[config.mk]
export PLATFORM = sky130hd
export DESIGN_NAME = pwm_generator
export DESIGN_NICKNAME = d
export VERILOG_FILES = /design/src/rtl/pwm_pkg.sv /design/src/rtl/pwm_counter.sv /design/src/rtl/pwm_generator.sv
export SDC_FILE = /design/constraint.sdc
export NUM_CORES = 1
export LEC_CHECK = 0
export CORE_AREA = 2 2 54 94
export CTS_BUF_LIST = sky130_fd_sc_hd__clkbuf_8
export DETAILED_ROUTE_END_ITERATION = 8
export DIE_AREA = 0 0 56 96
export GPL_ROUTABILITY_DRIVEN = 1
export HOLD_SLACK_MARGIN = 0.03
export PLACE_DENSITY = 0.77
export SYNTH_ARGS = -nofsm -noshare
export SYNTH_HDL_FRONTEND = slang
export SYNTH_HIERARCHICAL = 1
export SYNTH_SLANG_ARGS = --single-unit
[constraint.sdc]
create_clock -name i_clk -period 6.8 [get_ports i_clk]
set_input_delay 1.36 -clock i_clk [delete_from_list [all_inputs] [get_ports i_clk]]
set_output_delay 1.36 -clock i_clk [all_outputs]
set_load 0.01 [all_outputs]
[src/rtl/pwm_pkg.sv]
// Shared types and reset values for the PWM generator.
// The direction enum is used only when PWM_GENERATOR_PHASE_CORRECT_EN is defined.
package pwm_pkg;

   typedef enum logic {
      DIR_UP   = 1'b0,
      DIR_DOWN = 1'b1
   } dir_e;

   // Replicated across the register width: top resets to all ones, compare to zero.
   localparam logic RST_TOP_BIT     = 1'b1;
   localparam logic RST_COMPARE_BIT = 1'b0;

endpackage

[src/rtl/pwm_counter.sv]
// Period counter: edge-aligned up-counter by default, up/down when
// PWM_GENERATOR_PHASE_CORRECT_EN is defined. wrap marks the cycle whose successor is count 0.
module pwm_counter
   import pwm_pkg::*;
#(
   parameter int TOP_WIDTH = 8
) (
   input  logic                 i_clk,
   input  logic                 i_rst_n,
   input  logic [TOP_WIDTH-1:0] top,
   output logic [TOP_WIDTH-1:0] count,
   output logic                 wrap
);

   localparam logic [TOP_WIDTH-1:0] ONE = TOP_WIDTH'(1);

   logic [TOP_WIDTH-1:0] count_nxt;

`ifdef PWM_GENERATOR_PHASE_CORRECT_EN
   dir_e dir;
   dir_e dir_nxt;

   always_ff @(posedge i_clk or negedge i_rst_n) begin
      if (!i_rst_n) begin
         count <= '0;
         dir   <= DIR_UP;
      end else begin
         count <= count_nxt;
         dir   <= dir_nxt;
      end
   end

   always_comb begin
      count_nxt = count + ONE;
      dir_nxt   = dir;
      wrap      = 1'b0;
      case (dir)
         DIR_UP: begin
            if (count >= top) begin
               // top of 0 or 1 leaves no down leg, so return straight to 0
               if (top <= ONE) begin
                  wrap      = 1'b1;
                  count_nxt = '0;
               end else begin
                  dir_nxt   = DIR_DOWN;
                  count_nxt = top - ONE;
               end
            end
         end
         DIR_DOWN: begin
            if (count <= ONE) begin
               wrap      = 1'b1;
               count_nxt = '0;
               dir_nxt   = DIR_UP;
            end else begin
               count_nxt = count - ONE;
            end
         end
         default: begin
            wrap      = 1'b1;
            count_nxt = '0;
            dir_nxt   = DIR_UP;
         end
      endcase
   end
`else
   always_ff @(posedge i_clk or negedge i_rst_n) begin
      if (!i_rst_n) begin
         count <= '0;
      end else begin
         count <= count_nxt;
      end
   end

   // >= rather than == so an out-of-range count still recovers in one cycle
   always_comb begin
      wrap      = (count >= top);
      count_nxt = wrap ? '0 : count + ONE;
   end
`endif

endmodule

[src/rtl/pwm_generator.sv]
// PWM generator with double-buffered top/compare that only take effect at period wrap.
// Optional phase-correct (up/down) counting via PWM_GENERATOR_PHASE_CORRECT_EN.
module pwm_generator
   import pwm_pkg::*;
#(
   parameter int TOP_WIDTH     = 8,
   parameter int COMPARE_WIDTH = TOP_WIDTH + 1
) (
   input  logic                     i_clk,
   input  logic                     i_rst_n,
   input  logic [TOP_WIDTH-1:0]     i_top,
   input  logic                     i_top_valid,
   input  logic [COMPARE_WIDTH-1:0] i_compare,
   input  logic                     i_compare_valid,
   output logic                     o_pwm,
   output logic                     o_period_start
);

   logic [TOP_WIDTH-1:0]     count;
   logic                     wrap;
   logic [TOP_WIDTH-1:0]     active_top;
   logic [TOP_WIDTH-1:0]     pending_top;
   logic                     pending_top_vld;
   logic [COMPARE_WIDTH-1:0] active_compare;
   logic [COMPARE_WIDTH-1:0] pending_compare;
   logic                     pending_compare_vld;
   logic [COMPARE_WIDTH-1:0] count_ext;
   logic                     pwm_p1;
   logic                     period_start_p1;

   pwm_counter #(
      .TOP_WIDTH (TOP_WIDTH)
   ) u_counter (
      .i_clk   (i_clk),
      .i_rst_n (i_rst_n),
      .top     (active_top),
      .count   (count),
      .wrap    (wrap)
   );

   // Top buffer: a strobe in the wrap cycle bypasses pending and loads directly
   always_ff @(posedge i_clk or negedge i_rst_n) begin
      if (!i_rst_n) begin
         active_top      <= {TOP_WIDTH{RST_TOP_BIT}};
         pending_top_vld <= 1'b0;
      end else if (wrap) begin
         if (i_top_valid) begin
            active_top <= i_top;
         end else if (pending_top_vld) begin
            active_top <= pending_top;
         end
         pending_top_vld <= 1'b0;
      end else if (i_top_valid) begin
         pending_top_vld <= 1'b1;
      end
   end

   always_ff @(posedge i_clk) begin
      if (i_top_valid && !wrap) begin
         pending_top <= i_top;
      end
   end

   // Compare buffer: same policy as top, governed by its own flag
   always_ff @(posedge i_clk or negedge i_rst_n) begin
      if (!i_rst_n) begin
         active_compare      <= {COMPARE_WIDTH{RST_COMPARE_BIT}};
         pending_compare_vld <= 1'b0;
      end else if (wrap) begin
         if (i_compare_valid) begin
            active_compare <= i_compare;
         end else if (pending_compare_vld) begin
            active_compare <= pending_compare;
         end
         pending_compare_vld <= 1'b0;
      end else if (i_compare_valid) begin
         pending_compare_vld <= 1'b1;
      end
   end

   always_ff @(posedge i_clk) begin
      if (i_compare_valid && !wrap) begin
         pending_compare <= i_compare;
      end
   end

   assign count_ext = COMPARE_WIDTH'(count);

   // Stage p1: registered waveform and period marker, one cycle behind count
   always_ff @(posedge i_clk or negedge i_rst_n) begin
      if (!i_rst_n) begin
         pwm_p1          <= 1'b0;
         period_start_p1 <= 1'b0;
      end else begin
         pwm_p1          <= (count_ext < active_compare);
         period_start_p1 <= (count == '0);
      end
   end

   assign o_pwm          = pwm_p1;
   assign o_period_start = period_start_p1;

endmodule

Word-level counts from Yosys, hierarchy flattened. Cells that the tools add are included.

Flip-flop bits (word level): 46. Bits in latches: 0. RAM bits: 0. Bits in read-only memories: 0. Bits of input ports: 21. Output and inout port bits: 2. Memories: 0.

Add/sub/neg operators: 1. Multiply operators: 0. Divide/modulo/power cells: 0. Order comparisons: 2. Equal/unequal tests: 0. Shifts and indexed selects: 0. Muxes and demuxes: 9. Bitwise operators: 0. Reductions and logical operators: 10.

Operators with widths (count): 2-to-1 mux 8 bit (3); 2-to-1 mux 9 bit (2); less-than comparator 8 x 9 -> 1 bit (1); adder 8 x 1 -> 8 bit, second input constant (1); >= comparator 8 bit (1); zero test 8 bit (1); nonzero test 2 bit (4); 2-to-1 mux 1 bit (4); AND reduction 2 bit (2); logical AND 1 bit (2); zero test 1 bit (1).

Depth between registers and ports, before layout. Gate-level depths: netlist of run 1.

Word-level depth: 3. Depth in mapped cells: 10.

Cells and area by module. The synthesis of run 1 kept the hierarchy.

Modules (own cells, without submodules): pwm_generator (instances 1, cells an instance 133, area each 1659.1 sq um, sequential area each 1046.0 sq um); pwm_counter (instances 1, cells an instance 54, area each 555.5 sq um, sequential area each 200.2 sq um).

Worst setup path before layout of run 1. OpenSTA, ideal clock, no wires.

Path type: register to register. From: reg active_top[7]. To: reg pending_compare[0] (enable). Library setup time: 375 ps. Arrival time: 2260 ps. Path slack: 4165 ps. Cell stages (with the launch flop): 9. Path buffers: 2. Clock period less this slack: 2635 ps. Cells stage by stage: dfstp_2 -> inv_1 -> ha_1 -> and3_1 -> a221oi_2 -> o21ai_2 -> buf_2 -> buf_4 -> nor2b_1.

Longest elaborated chain between the ends: 3.

Ends and longest elaborated chain: start, declared (line pwm_generator.sv:21) `logic [TOP_WIDTH-1:0] active_top;`; start signal, assigned (line pwm_generator.sv:44) `active_top <= {TOP_WIDTH{RST_TOP_BIT}};`; start signal, assigned (line pwm_generator.sv:48) `active_top <= i_top;`; start signal, assigned (line pwm_generator.sv:50) `active_top <= pending_top;`; >= comparator 8 bit (line pwm_counter.sv:77) `wrap = (count >= top);`; via wrap (line pwm_generator.sv:20) `logic wrap;`; zero test 1 bit (line pwm_generator.sv:82) `if (i_compare_valid && !wrap) begin`; logical AND 1 bit (line pwm_generator.sv:82); end signal, assigned (line pwm_generator.sv:83) `pending_compare <= i_compare;`; end, declared (line pwm_generator.sv:25) `logic [COMPARE_WIDTH-1:0] pending_compare;`.

The timed path passes the listed nets, and every way through them passes these cells. A chain may end at the register's enable or synchronous reset.

Worst setup path after layout of run 1.
From: in i_compare_valid. To: reg pending_compare[2] (enable).

Longest elaborated chain between the ends: 1.

Ends and longest elaborated chain: start, declared (line pwm_generator.sv:14) `input logic i_compare_valid,`; logical AND 1 bit (line pwm_generator.sv:82).

Every way passes these cells.

==> impl_results.md, run 1 <==
- Outcome: complete, no violations
- Worst-skew pair later-pin latency: 0.29 ns
- Clk buf depth: 2
- Stages on the worst setup path: 2
- Delay-heaviest family, CP: buffers and inverters
- Skew final: 0.00741 ns
- HPWL Detailed: 3.08 mm
- Switching portion of total power: 0.368
- P_leak: 1.12 nW
- Htree depth: 2
- Cts repair resizes: 0
- Final Worst Setup Slack: 3.80 ns
- Dominant cell by count in the synthesized netlist: dfrtp_1
- CTS tree: done
- RSZ-0062 raised after global routing: false
- Slew Limit Fails: 0
- Max-Cap Viols: 0
- Overall Global Routing Usage: 0.176
- Most used DFF post-synth: dfrtp_1
- Cells after synthesis: 187
- Worst path bufs/invs: 1
- Hold path endpoint: active_compare[7]
- Die Area: 0.00538 sq mm
- Vias in the first global route: 1592
- Worst R2R Path Depth: 6
- Vias: 1449
- Crit-path max cell delay: 0.90 ns
- IO Pins: 23
- Layout cells sized above 1: 0.108
- Post-Syn Nets: 224
- Pwr Total: 0.00106 W
- Worst hold stages: 2
- Design Area, Final: 0.00255 sq mm
- # port buffers: 22
- Synth top area cells: dfrtp_1 24%, edfxtp_1 23%, dfstp_2 9.5%
- Synth top area share: 0.237
- WL per Instance: 15.8 um
- Worst EP required: 6.73 ns
- CP Max Fanout: 12
- GRT overflow: 0
- Total CTS buffers: 5
- Pwr/cell area: 416 mW/mm^2
- Tightest Pin Transition: 1.11 ns
- WP data arrival: 2.92 ns
- Final period util: 0.441
- Die Y: 96 um
- #FFs+latches synth: 46
- Hold bufs inserted after CTS: 0
- Max VDD drop: 0.266 mV
- Synthesized area per cell: 11.8 sq um
- Asr flop ratio synth: 0.630
- R2R Setup Slk: 3.95 ns
- FF-to-FF Start: active_top[7]
- Final setup fails: 0
- Setup Crit Path Kind: in -> reg
- Clock root buffer: clkbuf_8
- Post-synthesis sequential area ratio: 0.563
- Worst hold slack: 0.493 ns
- EDFF count, synth: 17
- Fmax: 333 MHz
- Largest net degree at the start of global routing: 30
- N_diodes: 0
- Area post-placement: 0.00247 sq mm
- Worst-path clk slew: 0.08 ns
- Antenna violations before repair: 0
- Type of the tightest min-delay check: reg -> reg
- Area grow syn2layout: 15.3%
- Clk pwr share: 0.150
- Startpoint Class: input port
- Total of warnings raised by yosys: 6
- Commonest cells in the netlist: 21 x dfrtp_1, 17 x edfxtp_1, 17 x inv_1
- Reg-to-Reg End: pending_compare[2]
- Worst path cell trace: clkdlybuf4s50_1, nor2b_1
- Type of element capturing the critical path: flop
- DRT antenna net count: 0
- Pre-CTS setup slack: 3.47 ns
- Final wirelength: 4.19 mm
- # nets final: 249
- Cell taking the most area after synthesis: dfrtp_1
- Switching Power: 0.000390 W
- Via density: 5.47
- Gpl congestion: 0.770
- Cell area after synthesis: 0.00221 sq mm
- First-pass detailed-route iteration total: 4
- Clock sink count: 46
- Core Box Area: 0.00462 sq mm
- Setup_tns: 0 ns
- Fin. Hold Viols: 0
- Count of cell types in the netlist: 35
- Max-slew headroom: 0.260
- Die W: 56 um
- Hold Path Origin: active_compare[7]
- Num rows: 33
- Critical path's slowest cell: clkdlybuf4s50_1
- Starting DRC count in detailed routing: 27
- Crit path time final: 3.00 ns
- Starting Density: 0.479
- Sequential power share: 0.465
- Int Power: 0.000670 W
- First-pass GRT wire length: 7.21 mm
- Post-CTS setup repair buffer count: 0
- DRC: 0
- Comb pwr share: 0.385
## metrics by stage
step                std cells   util
CTS                       265  0.552
finish                    265  0.552
global route              265  0.552
global placement          257  0.534
detailed placement        257  0.534
floorplan                 187      -
## state kept, by name, summed over array words and instances (netlist names)
register             cells
active_compare           9
o_period_start           1
pending_compare          9
pending_top_vld          1
pending_compare_vld      1
u_counter/count          8
active_top               8
pending_top              8
o_pwm                    1
## routing by layer
| layer | up-vias | GRT usage | share of wire |
|---|---|---|---|
| li1 | 722 | - | - |
| met1 | 697 | 0.177 | 0.38 |
| met2 | 24 | 0.337 | 0.57 |
| met3 | 6 | 0.0349 | 0.024 |
| met4 | 0 | 0.0893 | 0.023 |
| met5 | - | 0 | 0 |
## power by group through the flow
| stage | Sequential [W] | Combinational, W | Clock, W |
|---|---|---|---|
| final | 0.000494 | 0.000408 | 0.000159 |
| after CTS | 0.000495 | 0.000413 | 0.000164 |
| after detailed placement | 0.000500 | 0.000411 | 0 |
| after floorplan | 0.000465 | 0.000337 | 0 |
| after global routing | 0.000509 | 0.000464 | 0.000174 |
| after global placement | 0.000495 | 0.000393 | 0 |
## cells in the final DEF (no fill, tap or decap), types with 3 or more instances in the layout
| cell type | Yosys | layout |
|---|---|---|
| and3_1 | 3 | 3 |
| nand2_1 | 11 | 11 |
| nand3_1 | 4 | 4 |
| a21oi_1 | 10 | 10 |
| o22ai_1 | 16 | 16 |
| o21ai_1 | 8 | 8 |
| xor2_1 | 4 | 4 |
| dfstp_2 | 8 | 8 |
| ha_1 | 16 | 16 |
| clkbuf_8 | 0 | 5 |
| mux2i_1 | 9 | 9 |
| inv_1 | 17 | 17 |
| dfrtp_1 | 21 | 21 |
| nor2_1 | 14 | 14 |
| clkdlybuf4s50_1 | 0 | 22 |
| edfxtp_1 | 17 | 17 |
## how the worst max path moves through the flow
stage	startpoint	end
CTS	i_compare_valid	pending_compare[2]
finish	i_compare_valid	pending_compare[2]
floorplan	active_top[7]	pending_compare[0]
global route	i_compare_valid	pending_compare[2]
detailed placement	i_compare_valid	pending_compare[2]
global placement	i_compare_valid	pending_compare[0]
## final cells by class
class	instances	area, sq um
flip-flops and latches	46	1250
well taps	52	65.1
fillers	423	2070
clock inverters	3	16.3
clock buffers	5	68.8
inverters	18	67.6
repair buffers	23	228
multi-input cells	118	861
## cell families (layout without fill, tap and decap cells)
kind of cell,after synthesis,count (layout),synth area share
AND/OR/NAND/NOR,40,40,0.0887
buffers and inverters,23,49,0.0486
flip-flops,46,46,0.563
XOR/XNOR,6,6,0.0237
AO/OA/AOI/OAI,47,47,0.145
adder cells (fa/ha/maj),16,16,0.0904
multiplexers,9,9,0.0407
(Power assumes the default switching activity.)
==> run 2: changes to the inputs <==
--- a/config.mk
+++ b/config.mk
@@ -11,7 +11,7 @@
 export DIE_AREA = 0 0 56 96
 export GPL_ROUTABILITY_DRIVEN = 1
 export HOLD_SLACK_MARGIN = 0.03
-export PLACE_DENSITY = 0.77
+export PLACE_DENSITY = 0.8
 export SYNTH_ARGS = -nofsm -noshare
 export SYNTH_HDL_FRONTEND = slang
 export SYNTH_HIERARCHICAL = 1
==> constraint.sdc (replaced) <==
create_clock -name i_clk -period 2.5 [get_ports i_clk]
set_input_delay 0.5 -clock i_clk [delete_from_list [all_inputs] [get_ports i_clk]]
set_output_delay 0.5 -clock i_clk [all_outputs]
set_load 0.01 [all_outputs]
==> run 2 against run 1 <==
Via count up 2.0%. First-iteration DRC count down 37%. Clock skew down 0.0034 ns. Worst hold slack worse by 0.0023 ns. Sequential share of layout area down 0.85 points. Combinational power rose to 2.9 times the previous value. Global-route usage down 0.67 points. Clock power rose to 2.8 times the previous value. Total power rose to 2.8 times the previous value. Non-clock buffer count up 3. Worst setup slack worse by 3.6 ns.
==> impl_results.md, run 2 (synthesis results as in run 1) <==
- First-pass GRT wire length: 7.01 mm (-2.8%)
- Switching portion of total power: 0.363 (-0.00463)
- Starting Density: 0.479 (unchanged)
- Filler cell count: 400 (-5.4%)
- # nets final: 252 (+1.2%)
- RSZ-0062 raised after global routing: false
- Max-slew headroom: 0.623 (+0.363)
- Most frequent cells in the layout: 22 x clkdlybuf4s50_1, 21 x dfrtp_1, 19 x inv_1
- Post-Place Cells: 260 (+1.2%)
- CTS tree: done
- Vias in the first global route: 1534 (-3.6%)
- Fin. Hold Viols: 0 (unchanged)
- Register area: 0.00125 sq mm (unchanged)
- Area of the multi-input gates: 878 sq um (+2.0%)
- Crit-path max cell delay: 0.55 ns (-0.35 ns)
- Type of the tightest min-delay check: reg -> reg
- Setup_tns: 0 ns (unchanged)
- CP Max Fanout: 16 (+4)
- Worst-skew pair later-pin latency: 0.29 ns (about the same)
- Starting DRC count in detailed routing: 17 (-37%)
- Num rows: 33 (unchanged)
- FF-to-FF Start: active_top[7]
- Core Box Area: 0.00462 sq mm (unchanged)
- Via density: 5.51 (+0.86%)
- Fmax: 428 MHz
- Die W: 56 um (unchanged)
- Switching Power: 0.00107 W (+170%)
- Tightest Pin Transition: 0.563 ns (-0.547 ns)
- Clk pwr share: 0.151 (about the same)
- Outcome: complete, no violations
- Clock sink count: 46 (unchanged)
- Layout cells sized above 1: 0.125 (+0.0170)
- Overall Global Routing Usage: 0.169 (-0.00671)
- CP startpoint: active_top[7]
- HPWL Detailed: 3.07 mm (-0.41%)
- Sequential power share: 0.453 (-0.012)
- Worst hold slack: 0.491 ns (-0.00229 ns)
- Pwr/cell area: 1130 mW/mm^2 (+170%)
- Total CTS buffers: 5 (unchanged)
- Gpl congestion: 0.862 (+12%)
- Worst path cell trace: inv_1, ha_1, and3_1, o211ai_1, o21ai_4, nand2_2, o22ai_1, a21oi_1
- Htree depth: 2 (unchanged)
- Final period util: 0.935
- Cts repair resizes: 0 (unchanged)
- Top Registers: active_compare: 9 flops, pending_compare: 9 flops
- DRT antenna net count: 0 (unchanged)
- Crit path time final: 2.34 ns
- Comb pwr share: 0.396 (+0.011)
- P_leak: 1.15 nW (+2.8%)
- Startpoint Class: flop
- Final setup fails: 0 (unchanged)
- Antenna violations before repair: 0 (unchanged)
- Max-Cap Viols: 0 (unchanged)
- Final wirelength: 4.06 mm (-3.2%)
- N_diodes: 0 (unchanged)
- Post-Layout Cell Count: 268 (+1.1%)
- Pwr Total: 0.00295 W (+180%)
- Worst hold stages: 2 (unchanged)
- Int Power: 0.00188 W (+180%)
- WP data arrival: 2.55 ns (-0.37 ns)
- Setup Crit Path Kind: reg -> reg
- Max VDD drop: 0.571 mV (+110%)
- Type of element capturing the critical path: flop
- Skew final: 0.00406 ns (-0.00335 ns)
- Final Worst Setup Slack: 0.163 ns (-3.64 ns)
- Clk buf depth: 2 (unchanged)
- Die Area: 0.00538 sq mm (unchanged)
- Clock root buffer: clkbuf_8
- Post-CTS setup repair buffer count: 0 (unchanged)
- Hold Path Origin: active_compare[4]
- Area grow syn2layout: 17.3%
- First-pass detailed-route iteration total: 4 (unchanged)
- Slew Limit Fails: 0 (unchanged)
- WL per Instance: 15.1 um (-4.2%)
- # port buffers: 22 (unchanged)
- Pre-CTS setup slack: 0.0369 ns (-3.44 ns)
- Largest net degree at the start of global routing: 30 (unchanged)
- GRT overflow: 0 (unchanged)
- Commonest non-fill, non-tap cell in the layout: clkdlybuf4s50_1
- Hold bufs inserted after CTS: 0 (unchanged)
- Vias: 1478 (+2.0%)
- Worst EP required: 2.71 ns (-4.02 ns)
- Die Y: 96 um (unchanged)
- DRC: 0 (unchanged)
- IO Pins: 23 (unchanged)
- Critical path's slowest cell: dfstp_2
- Worst R2R Path Depth: 8 (+2)
- Worst-path clk slew: 0.08 ns (about the same)
## run 2: metrics by stage
step	utilization	area, sq um
floorplan	-	2220
global placement	0.540	2490
detailed placement	0.540	2490
CTS	0.559	2580
global route	0.562	2600
finish	0.562	2600
## run 2: worst max-delay path: cells and delay by family (launching register included)
family                     cells  cell delay (ns)
DFF                            1             0.55
buffers and inverters          1             0.04
and+or+nand+nor                2             0.44
AOI/OAI and AO/OA              4             0.91
adders and majority gates      1             0.30
## run 2: worst paths after layout
kind | slack (ns) | endpoint
max | 0.16 | active_top[1]
min | 0.49 | active_compare[4]
max reg2reg | 0.16 | active_top[1]
min reg2reg | 0.49 | active_compare[4]
max in group asynchronous | 1.60 | active_top[3]
min in group asynchronous | 0.59 | u_counter/count[2]
## run 2: power groups by stage
stage / sequential, W / combinational [W] / clock, W
detailed placement: 0.00135 / 0.00115 / 0
global route: 0.00137 / 0.00134 / 0.000488
floorplan: 0.00127 / 0.000921 / 0
finish: 0.00133 / 0.00117 / 0.000444
global placement: 0.00134 / 0.00109 / 0
CTS: 0.00134 / 0.00116 / 0.000460
## run 2: layer usage
layer  vias to the layer above  part of all wire  global-route usage
met5                         -                 0                   0
met2                        20              0.56               0.325
met3                        10             0.019              0.0255
met4                         0             0.027              0.0774
met1                       713              0.39               0.178
li1                        735                 -                   -
## run 2: layout make-up
type                       instances  area share
timing repair buffer              26      0.0963
multi-input combinational        118       0.338
clock buffer                       6      0.0318
inverter                          18      0.0260
tap                               52      0.0250
clock inverter                     2     0.00289
sequential                        46       0.480
==> run 3: changes to the inputs <==
--- a/config.mk
+++ b/config.mk
@@ -5,13 +5,13 @@
 export SDC_FILE = /design/constraint.sdc
 export NUM_CORES = 1
 export LEC_CHECK = 0
-export CORE_AREA = 2 2 54 94
+export CORE_AREA = 2 2 52 91
 export CTS_BUF_LIST = sky130_fd_sc_hd__clkbuf_8
 export DETAILED_ROUTE_END_ITERATION = 8
-export DIE_AREA = 0 0 56 96
+export DIE_AREA = 0 0 54 93
 export GPL_ROUTABILITY_DRIVEN = 1
 export HOLD_SLACK_MARGIN = 0.03
-export PLACE_DENSITY = 0.8
+export PLACE_DENSITY = 0.84
 export SYNTH_ARGS = -nofsm -noshare
 export SYNTH_HDL_FRONTEND = slang
 export SYNTH_HIERARCHICAL = 1
==> run 3 against run 2 <==
Register-to-register slack about the same. Final cell count up 0.75%. Flip-flop and latch count stayed put. Global-route usage is 3.4 points higher. Via count rose by 1.6%. Sequential share of layout area down 0.25 points. Final area is 0.53% higher. Non-clock buffer count rose by 3. Largest cell class unchanged. Highest routed layer unchanged.
==> impl_results.md, run 3 (synthesis results as in run 1) <==
- Pwr/cell area: 1140 mW/mm^2 (+0.34%)
- Max-Cap Viols: 0 (unchanged)
- # port buffers: 22 (unchanged)
- First-pass GRT wire length: 7.28 mm (+3.8%)
- Worst-path clk slew: 0.08 ns (about the same)
- Final setup fails: 0 (unchanged)
- Core Box Area: 0.00432 sq mm (-6.5%)
- Starting Density: 0.512 (+0.0333)
- Clock root buffer: clkbuf_8
- Largest net degree at the start of global routing: 30 (unchanged)
- Hold bufs inserted after CTS: 0 (unchanged)
- CP Max Fanout: 10 (-6)
- Register area: 0.00125 sq mm (unchanged)
- Post-Place Cells: 262 (+0.77%)
- Design Area, Final: 0.00261 sq mm (+0.53%)
- Clock sink count: 46 (unchanged)
- Crit-path max cell delay: 0.54 ns (about the same)
- Type of element capturing the critical path: flop
- # nets final: 255 (+1.2%)
- DRC: 0 (unchanged)
- IO Pins: 23 (unchanged)
- Max-slew headroom: 0.637 (+0.0133)
- WP data arrival: 2.28 ns (-0.27 ns)
- Reg-to-Reg End: pending_top[3]
- Worst hold stages: 2 (unchanged)
- Post-Layout Cell Count: 270 (+0.75%)
- Type of the tightest min-delay check: reg -> reg
- Top Registers: active_compare: 9 flops, pending_compare: 9 flops
- Delay-heaviest family, CP: simple AND/OR/NAND/NOR gates
- Worst path bufs/invs: 1 (unchanged)
- N_diodes: 0 (unchanged)
- P_leak: 1.15 nW (+0.54%)
- Most frequent cells in the layout: 22 x clkdlybuf4s50_1, 21 x dfrtp_1, 17 x inv_1, 17 x edfxtp_1
- Final period util: 0.932 (-0.00316)
- RSZ-0062 raised after global routing: false
- FF-to-FF Start: active_top[7]
- Total CTS buffers: 5 (unchanged)
- Starting DRC count in detailed routing: 32 (+15)
- R2R Setup Slk: 0.17 ns (about the same)
- Fmax: 429 MHz (+0.34%)
- Vias in the first global route: 1659 (+8.1%)
- Worst path cell trace: inv_1, ha_1, and3_1, a221oi_2, o21ai_2, nor2_2
- Setup_tns: 0 ns (unchanged)
- Post-CTS setup repair buffer count: 0 (unchanged)
- Area of the multi-input gates: 866 sq um (-1.4%)
- Clk buf depth: 2 (unchanged)
- Die W: 54 um (-3.6%)
- CP startpoint: active_top[7]
- Startpoint Class: flop
- Cts repair resizes: 0 (unchanged)
- Worst-skew pair later-pin latency: 0.30 ns (about the same)
- CTS tree: done
- Via density: 5.56 (+0.80%)
- Filler cell count: 344 (-14%)
- WL per Instance: 15.5 um (+2.6%)
- Core Util, Final: 0.604 (+0.0422)
- Tightest Pin Transition: 0.545 ns (-0.0179 ns)
- Die Area: 0.00502 sq mm (-6.6%)
- Antenna violations before repair: 0 (unchanged)
- Crit path time final: 2.33 ns (-0.00791 ns)
- Overall Global Routing Usage: 0.203 (+0.0338)
- Vias: 1501 (+1.6%)
- Final wirelength: 4.19 mm (+3.4%)
- Die Y: 93 um (-3.1%)
- Worst R2R Path Depth: 6 (-2)
- Outcome: complete, no violations
- First-pass detailed-route iteration total: 4 (unchanged)
- Worst EP required: 2.45 ns (-0.26 ns)
- Layout cells sized above 1: 0.146 (+0.0211)
- Commonest non-fill, non-tap cell in the layout: clkdlybuf4s50_1
- Skew final: 0.00689 ns (+0.00284 ns)
- Area grow syn2layout: 17.9%
- Critical path's slowest cell: dfstp_2
- Setup Crit Path Kind: reg -> reg
- Num rows: 32 (-3.0%)
- Max VDD drop: 0.676 mV (+18%)
- Fin. Hold Viols: 0 (unchanged)
- Area post-placement: 0.00252 sq mm (+0.85%)
- HPWL Detailed: 3.17 mm (+3.3%)
- GRT overflow: 0 (unchanged)
- Slew Limit Fails: 0 (unchanged)
- Stages on the worst setup path: 6 (-2)
- Critical path destination: pending_top[3]
- Htree depth: 2 (unchanged)
- DRT antenna net count: 0 (unchanged)
- Gpl congestion: 0.817 (-5.3%)
[run 3: worst min path at each step]
| stage | from | endpoint | slack [ns] |
|---|---|---|---|
| after floorplan | i_rst_n | active_compare[0] | 0.20 |
| after global placement | active_compare[0] | active_compare[0] | 0.47 |
| after detailed placement | active_compare[3] | active_compare[3] | 0.48 |
| after CTS | active_compare[3] | active_compare[3] | 0.50 |
| after global routing | active_compare[3] | active_compare[3] | 0.51 |
| final | active_compare[2] | active_compare[2] | 0.49 |
[run 3: final cells by class]
class / count / share of cell area
clock buffer: 6 / 0.0316
clock inverter: 2 / 0.00479
inverter: 18 / 0.0259
multi-input combinational: 118 / 0.332
sequential: 46 / 0.477
tap: 51 / 0.0244
timing repair buffer: 29 / 0.104
[run 3: where the power goes]
group / internal, W / switching [W]
Sequential: 0.00112 / 0.000207
Combinational: 0.000554 / 0.000632
Clock: 0.000222 / 0.000241
Total: 0.00189 / 0.00108
[run 3: routing by layer]
metal  global-route usage  up-vias  wire, um
li1                     -      742         -
met1                0.221      717      1560
met2                0.358       32      2370
met3               0.0431       10       141
met4               0.0938        0       119
met5                    0        -         0
[run 3: through the flow]
step	setup slack [ns]	hold WS (ns)	power [W]
2_1_floorplan	0.0454	0.204	0.00219
3_3_place_gp	0.264	0.466	0.00245
3_5_place_dp	0.182	0.481	0.00254
4_1_cts	0.173	0.500	0.00300
5_1_grt	0.0280	0.511	0.00322
6_report	0.171	0.494	0.00297
[run 3: worst min-delay path, stage by stage, from the launching register on]
cell and delay [ns]:
dfrtp_1 0.35, nand2_1 0.05, o21ai_1 0.06
